===== src/rtl/temp_ctrl_pkg.sv =====
// Shared definitions for the temp register sequencer: opcodes, FSM states and
// the bit positions used when the register flags are bundled into a vector.
package temp_ctrl_pkg;

  typedef enum logic [1:0] {
    OP_LOAD      = 2'd0,
    OP_STEP_UP   = 2'd1,
    OP_STEP_DOWN = 2'd2,
    OP_SEEK_ZERO = 2'd3
  } op_e;

  typedef enum logic [2:0] {
    ST_IDLE = 3'd0,
    ST_LOAD = 3'd1,
    ST_STEP = 3'd2,
    ST_SEEK = 3'd3,
    ST_DONE = 3'd4
  } state_e;

  localparam int FLAG_NEG  = 0;
  localparam int FLAG_POS  = 1;
  localparam int FLAG_ZERO = 2;
  localparam int FLAG_W    = 3;

  typedef logic [FLAG_W-1:0] flags_t;

endpackage


===== src/rtl/temp_ctrl_step_counter.sv =====
// Remaining-step down counter paired with an up-count of strobes issued.
// The down counter holds at zero so a stray step can never wrap it.
module temp_ctrl_step_counter (
  input  logic       clk,
  input  logic       reset_n,
  input  logic       i_load,
  input  logic [7:0] i_load_value,
  input  logic       i_step,
  output logic [7:0] o_steps,
  output logic       o_rem_zero
);

  logic [7:0] r_remaining;
  logic [7:0] r_steps;

  // NOTE: reset is synchronous here, so it lives inside the clocked branch
  // and the sensitivity list carries only the clock edge.
  always_ff @(posedge clk) begin
    if (!reset_n) begin
      r_remaining <= '0;
      r_steps     <= '0;
    end else if (i_load) begin
      r_remaining <= i_load_value;
      r_steps     <= '0;
    end else if (i_step) begin
      if (r_remaining != '0) r_remaining <= r_remaining - 8'd1;
      r_steps <= r_steps + 8'd1;
    end
  end

  assign o_steps    = r_steps;
  assign o_rem_zero = (r_remaining == '0);

endmodule


===== src/rtl/temp_reg_sequencer.sv =====
// Command sequencer for the 8-bit signed temp register: accepts one command
// over valid/ready, drives load/inc/dec strobes and reports status at done.
module temp_reg_sequencer
  import temp_ctrl_pkg::*;
#(
  parameter int unsigned MAX_STEPS = 200
) (
  input  logic       clk,
  input  logic       reset_n,
  input  logic       cmd_valid,
  input  logic [1:0] cmd_op,
  input  logic [7:0] cmd_data,
  output logic       cmd_ready,
  input  logic       abort,
  output logic       reg_load,
  output logic       reg_inc,
  output logic       reg_dec,
  output logic [7:0] reg_data,
  input  logic       reg_negative,
  input  logic       reg_positive,
  input  logic       reg_zero,
  output logic       done,
  output logic       st_neg,
  output logic       st_pos,
  output logic       st_zero,
  output logic       timeout,
  output logic       aborted,
  output logic [7:0] steps_taken
);

  localparam logic [7:0] MAX_STEPS_B = 8'(MAX_STEPS);

  state_e     r_state, w_next;
  op_e        r_op;
  logic [7:0] r_data;
  logic       r_abort_pend, r_timeout_pend;
  flags_t     r_st_flags;
  logic       r_timeout, r_aborted;
  logic [7:0] r_steps_taken;

  flags_t     w_flags;
  logic       w_accept, w_cnt_load, w_cnt_step, w_set_abort, w_set_timeout;
  logic       w_rem_zero;
  logic [7:0] w_cnt_value, w_steps;

  assign cmd_ready = reset_n & (r_state == ST_IDLE);
  assign w_accept  = cmd_valid & cmd_ready;

  always_comb begin
    w_flags            = '0;
    w_flags[FLAG_NEG]  = reg_negative;
    w_flags[FLAG_POS]  = reg_positive;
    w_flags[FLAG_ZERO] = reg_zero;
  end

  temp_ctrl_step_counter u_counter (
    .clk          (clk),
    .reset_n      (reset_n),
    .i_load       (w_cnt_load),
    .i_load_value (w_cnt_value),
    .i_step       (w_cnt_step),
    .o_steps      (w_steps),
    .o_rem_zero   (w_rem_zero)
  );

  // NOTE: every output of this block gets a default first so no path through
  // the case statement can leave a signal unassigned and infer a latch.
  always_comb begin
    w_next        = r_state;
    reg_load      = 1'b0;
    reg_inc       = 1'b0;
    reg_dec       = 1'b0;
    done          = 1'b0;
    w_cnt_load    = 1'b0;
    w_cnt_value   = '0;
    w_cnt_step    = 1'b0;
    w_set_abort   = 1'b0;
    w_set_timeout = 1'b0;

    case (r_state)
      ST_IDLE: begin
        if (w_accept) begin
          w_cnt_load = 1'b1;
          case (op_e'(cmd_op))
            OP_LOAD:      w_next = ST_LOAD;
            OP_SEEK_ZERO: w_next = ST_SEEK;
            default: begin
              w_next      = ST_STEP;
              w_cnt_value = cmd_data;
            end
          endcase
        end
      end

      ST_LOAD: begin
        w_next = ST_DONE;
        if (abort) w_set_abort = 1'b1;
        else       reg_load    = 1'b1;
      end

      ST_STEP: begin
        if (abort) begin
          w_next      = ST_DONE;
          w_set_abort = 1'b1;
        end else if (w_rem_zero) begin
          w_next = ST_DONE;
        end else begin
          w_cnt_step = 1'b1;
          if (r_op == OP_STEP_UP) reg_inc = 1'b1;
          else                    reg_dec = 1'b1;
        end
      end

      // Flags describe the value the register holds this cycle; anything not
      // positive is stepped upward so inconsistent flags still terminate.
      ST_SEEK: begin
        if (abort) begin
          w_next      = ST_DONE;
          w_set_abort = 1'b1;
        end else if (reg_zero) begin
          w_next = ST_DONE;
        end else if (w_steps == MAX_STEPS_B) begin
          w_next        = ST_DONE;
          w_set_timeout = 1'b1;
        end else begin
          w_cnt_step = 1'b1;
          if (reg_positive) reg_dec = 1'b1;
          else              reg_inc = 1'b1;
        end
      end

      ST_DONE: begin
        done   = 1'b1;
        w_next = ST_IDLE;
      end

      default: w_next = ST_IDLE;
    endcase
  end

  // NOTE: state is updated with non-blocking assignments so every register
  // samples the pre-edge values, independent of statement order.
  always_ff @(posedge clk) begin
    if (!reset_n) begin
      r_state        <= ST_IDLE;
      r_op           <= OP_LOAD;
      r_data         <= '0;
      r_abort_pend   <= 1'b0;
      r_timeout_pend <= 1'b0;
      r_st_flags     <= '0;
      r_timeout      <= 1'b0;
      r_aborted      <= 1'b0;
      r_steps_taken  <= '0;
    end else begin
      r_state <= w_next;
      if (w_accept) begin
        r_op           <= op_e'(cmd_op);
        r_data         <= cmd_data;
        r_abort_pend   <= 1'b0;
        r_timeout_pend <= 1'b0;
      end
      if (w_set_abort)   r_abort_pend   <= 1'b1;
      if (w_set_timeout) r_timeout_pend <= 1'b1;
      // Flags are sampled in DONE, after the last strobe has landed.
      if (r_state == ST_DONE) begin
        r_st_flags    <= w_flags;
        r_timeout     <= r_timeout_pend;
        r_aborted     <= r_abort_pend;
        r_steps_taken <= w_steps;
      end
    end
  end

  assign reg_data    = (r_state == ST_LOAD) ? r_data : 8'h00;
  assign st_neg      = r_st_flags[FLAG_NEG];
  assign st_pos      = r_st_flags[FLAG_POS];
  assign st_zero     = r_st_flags[FLAG_ZERO];
  assign timeout     = r_timeout;
  assign aborted     = r_aborted;
  assign steps_taken = r_steps_taken;

endmodule


===== config.mk =====
export PLATFORM = sky130hd
export DESIGN_NAME = temp_reg_sequencer
export DESIGN_NICKNAME = d
export VERILOG_FILES = /design/src/rtl/temp_ctrl_pkg.sv /design/src/rtl/temp_ctrl_step_counter.sv /design/src/rtl/temp_reg_sequencer.sv
export SDC_FILE = /design/constraint.sdc
export NUM_CORES = 1
export LEC_CHECK = 0
export CORE_MARGIN = 3
export CORE_UTILIZATION = 51
export DETAILED_ROUTE_END_ITERATION = 8
export HOLD_SLACK_MARGIN = 0.06
export PLACE_DENSITY = 0.81
export SLEW_MARGIN = 20
export SYNTH_ARGS = -nofsm -noshare
export SYNTH_HDL_FRONTEND = slang
export SYNTH_SLANG_ARGS = --single-unit

===== constraint.sdc =====
create_clock -name clk -period 2.1 [get_ports clk]
set_input_delay 0.21 -clock clk [delete_from_list [all_inputs] [get_ports clk]]
set_output_delay 0.21 -clock clk [all_outputs]
set_load 0.02 [all_outputs]

==> out/results.tsv <==
stage	metric	value	unit
power	PwrDens	1100	mW/mm2
sta	Slew headroom	74.3	%
clocking	Setup Fix Bufs, Post-CTS	0	
logic_synthesis	multiplexer share of the synthesized area	3.79	%
logic_synthesis	Yosys Warn Count	0	
logic_synthesis	syn avg cell area	7.80	um2
placed_design	placed insts	378	
setup_path	Max Fanout on Critical Path	7	
logic_synthesis	Synth Area in Adders	2.96	%
logic_synthesis	Synth Area in Compound Gates	15.0	%
logic_synthesis	simple-gate share of the synthesized area	29.5	%
power	peak supply drop	690	uV
clocking	clk_lat worst skew	300	ps
route	number of DRC markers in iteration 0	165	
sta	final worst-path cycle share	99.6	%
finish	commonest cells after routing, fill and taps aside	nand2_1, dfxtp_1, clkdlybuf4s50_1	
logic_synthesis	synthesized netlist cell count	271	
setup_path	cell at the slowest stage of the critical path	or4b_4	
logic_synthesis	Distinct cells, synth	42	
grt	vias in the first global route	1961	
route	router iterations before antenna repair	4	
route	vias per cell	5.49	
finish	nets@finish	360	
grt	largest net degree at the start of global routing	24	
route	WL final	5560	um
clocking	TritonCTS clock tree	done	
logic_synthesis	xor and xnor area share after synthesis	2.49	%
floorplan	die area	0.00495	mm2
logic_synthesis	cell area after synthesis	0.00211	mm2
setup_path	Setup crit end kind	flop	
grt	total global-route track usage	23.3	%
run_status	status	complete, no violations	
clocking	clock slew at reported path FFs	80	ps
placed_design	HPWL after DPL	3990	um
sta	final setup margin	8.30	ps
finish	layout cells sized above 1	16.8	%
min_path	Min-Delay Path Class	in -> reg	
flow_run	MaxCap Viol Count	0	
floorplan	Initial Utilization	55.2	%
setup_path	critical path class	reg -> reg	
floorplan	Die Y	70.4	um
sta	f_max	478	MHz
route	Routed WL per cell	14.4	um
setup_path	reg2reg setup slack	8	ps
finish	area grow syn2layout	38.9	%
logic_synthesis	Synth Flop Type	dfxtp_1	
logic_synthesis	sequential area share after synthesis	41.7	%
placed_design	pre-CTS setup slack	-332	ps
clocking	hold_buf cts	0	
sta	minimum clock period	2090	ps
sta	worst-margin pin slew	385	ps
placed_design	IO buf count	42	
route	DRC	0	
floorplan	Ports	43	
logic_synthesis	syn_nets	293	
grt	initial antenna violation count	0	
finish	most common cell after layout, fill and taps aside	nand2_1	
route	total number of vias	2123	
sta	Final setup viols	0	
clocking	maximum clock insertion buffer count	2	
clocking	CTS Buf Count	5	
finish	Fillers	280	
clocking	Sink Count	44	
logic_synthesis	EDFF count, synth	0	
floorplan	core outline area	0.00383	mm2
placed_design	RD Place Congestion	0.865	
grt	final global-route overflow total	0	
clocking	H-tree levels	2	
route	Antenna Nets Post-Route	0	
floorplan	standard-cell rows	22	
logic_synthesis	largest family of logic cells by synthesized area	simple AND/OR/NAND/NOR gates	
floorplan	Die Wd	70.4	um
setup_path	max incr delay on CP	540	ps
setup_path	Worst setup SP type	flop	
sta	final hold vios	0	
setup_path	Critical Path AT	2330	ps
grt	first-pass GRT wire length	9340	um
power	Leakage	0.00122	uW
clocking	root buffer cell	clkbuf_8	
sta	unrepaired setup endpoints after global routing	true	
sta	max-slew violation count	0	
logic_synthesis	register bit total from synthesis	44	
finish	# diodes	0	
finish	Non-Filler Instances	387	
sta	Worst Clk Skew	7.00	ps
logic_synthesis	ys async rst share	0	%
setup_path	Critical Path RT	2330	ps
setup_path	Critical Path, Cell by Cell	buf_6 > or4b_4 > a31oi_4 > o21ba_4 > or4_4 > a21oi_2	
[layout make-up]
| class | count | area (um2) | area share (%) |
|---|---|---|---|
| Clock buffer | 6 | 72.6 | 2.47 |
| Sequential cell | 44 | 883 | 30.1 |
| Timing Repair Buffer | 73 | 637 | 21.7 |
| Tap cell | 48 | 60.1 | 2.05 |
| Inverter | 11 | 41.3 | 1.41 |
| Multi-Input combinational cell | 203 | 1210 | 41.1 |
| Clock inverter | 2 | 35.0 | 1.19 |
[worst paths after layout]
check                     start                    to  depth (start not counted)
hold / removal     reg_negative         r_st_flags[0]                          3
setup / recovery     r_state[2]  u_counter.o_steps[7]                          6
hold reg to reg   r_st_flags[0]         r_st_flags[0]                          2
setup reg to reg     r_state[2]  u_counter.o_steps[7]                          6
[cell usage after synthesis (2+ instances only)]
library cell / instances / area [um2]
a21oi_1: 26 / 130
a31oi_1: 4 / 25.0
and2_1: 8 / 50.1
and3_1: 2 / 12.5
buf_1: 3 / 11.3
clkbuf_1: 8 / 30.0
dfxtp_1: 44 / 881
ha_1: 5 / 62.6
inv_1: 11 / 41.3
mux2i_1: 8 / 80.1
nand2_1: 59 / 221
nand2b_1: 3 / 18.8
nand3_1: 21 / 105
nand3b_1: 3 / 22.5
nor2_1: 15 / 56.3
nor3_1: 3 / 15.0
nor4_1: 2 / 12.5
nor4b_1: 2 / 17.5
o21ai_0: 11 / 55.1
o31ai_1: 2 / 15.0
or3_1: 5 / 31.3
or4_1: 2 / 15.0
xnor2_1: 4 / 35.0
xor2_1: 2 / 17.5
[power by group]
part	total, uW	internal (uW)	switching, uW
logic	1510	715	794
registers	1070	966	109
clock network	641	353	288
[worst max-delay path, delay by kind of cell, from the launching register on]
| kind | cells | cell delay (ps) |
|---|---|---|
| buffers and inverters | 1 | 110 |
| AOI/OAI and AO/OA | 3 | 510 |
| and+or+nand+nor | 2 | 1060 |
| DFF | 1 | 340 |
[what timing repair did]
item	in CTS	in global routing
setup endpoints to repair	16	8
hold endpoints to repair	0	0
pin swaps	1	5
gates cloned	0	1
gates resized for setup	23	14
[state kept, by name, indices dropped and copies added (netlist names), 2 cells and up]
| register | cells |
|---|---|
| r_data | 8 |
| steps_taken | 8 |
| u_counter.o_steps | 8 |
| u_counter.r_remaining | 8 |
| r_st_flags | 3 |
| r_state | 3 |
| r_op | 2 |
[through the flow]
step                total power, uW  hold slack (ps)  area (um2)  utilization, %  TNS, ps
global placement               2480              437        2770            72.3    -1750
CTS                            3170              447        2880            75.3        0
floorplan                      2010              309        2110               -        0
detailed placement             2520              445        2770            72.3    -2380
finish                         3220              450        2940            76.7        0
global route                   3470              456        2940            76.7     -141
[layer usage]
metal / vias to the layer above / track usage, % / share of wire [%]
met5: - / 0 / 0
met4: 0 / 8.72 / 2.0
met3: 14 / 6.47 / 5.6
met2: 62 / 34.2 / 45
met1: 974 / 32.3 / 47
li1: 1073 / - / -
[logic make-up (layout without fill, tap and decap cells)]
logic type,after synthesis,in the layout
simple gates,130,130
buf+inv,24,92
mux,8,8
fa+ha+maj,5,5
compound gates,54,54
flops,44,44
xor+xnor,6,6
No activity file was read; power rests on OpenSTA's default activity.
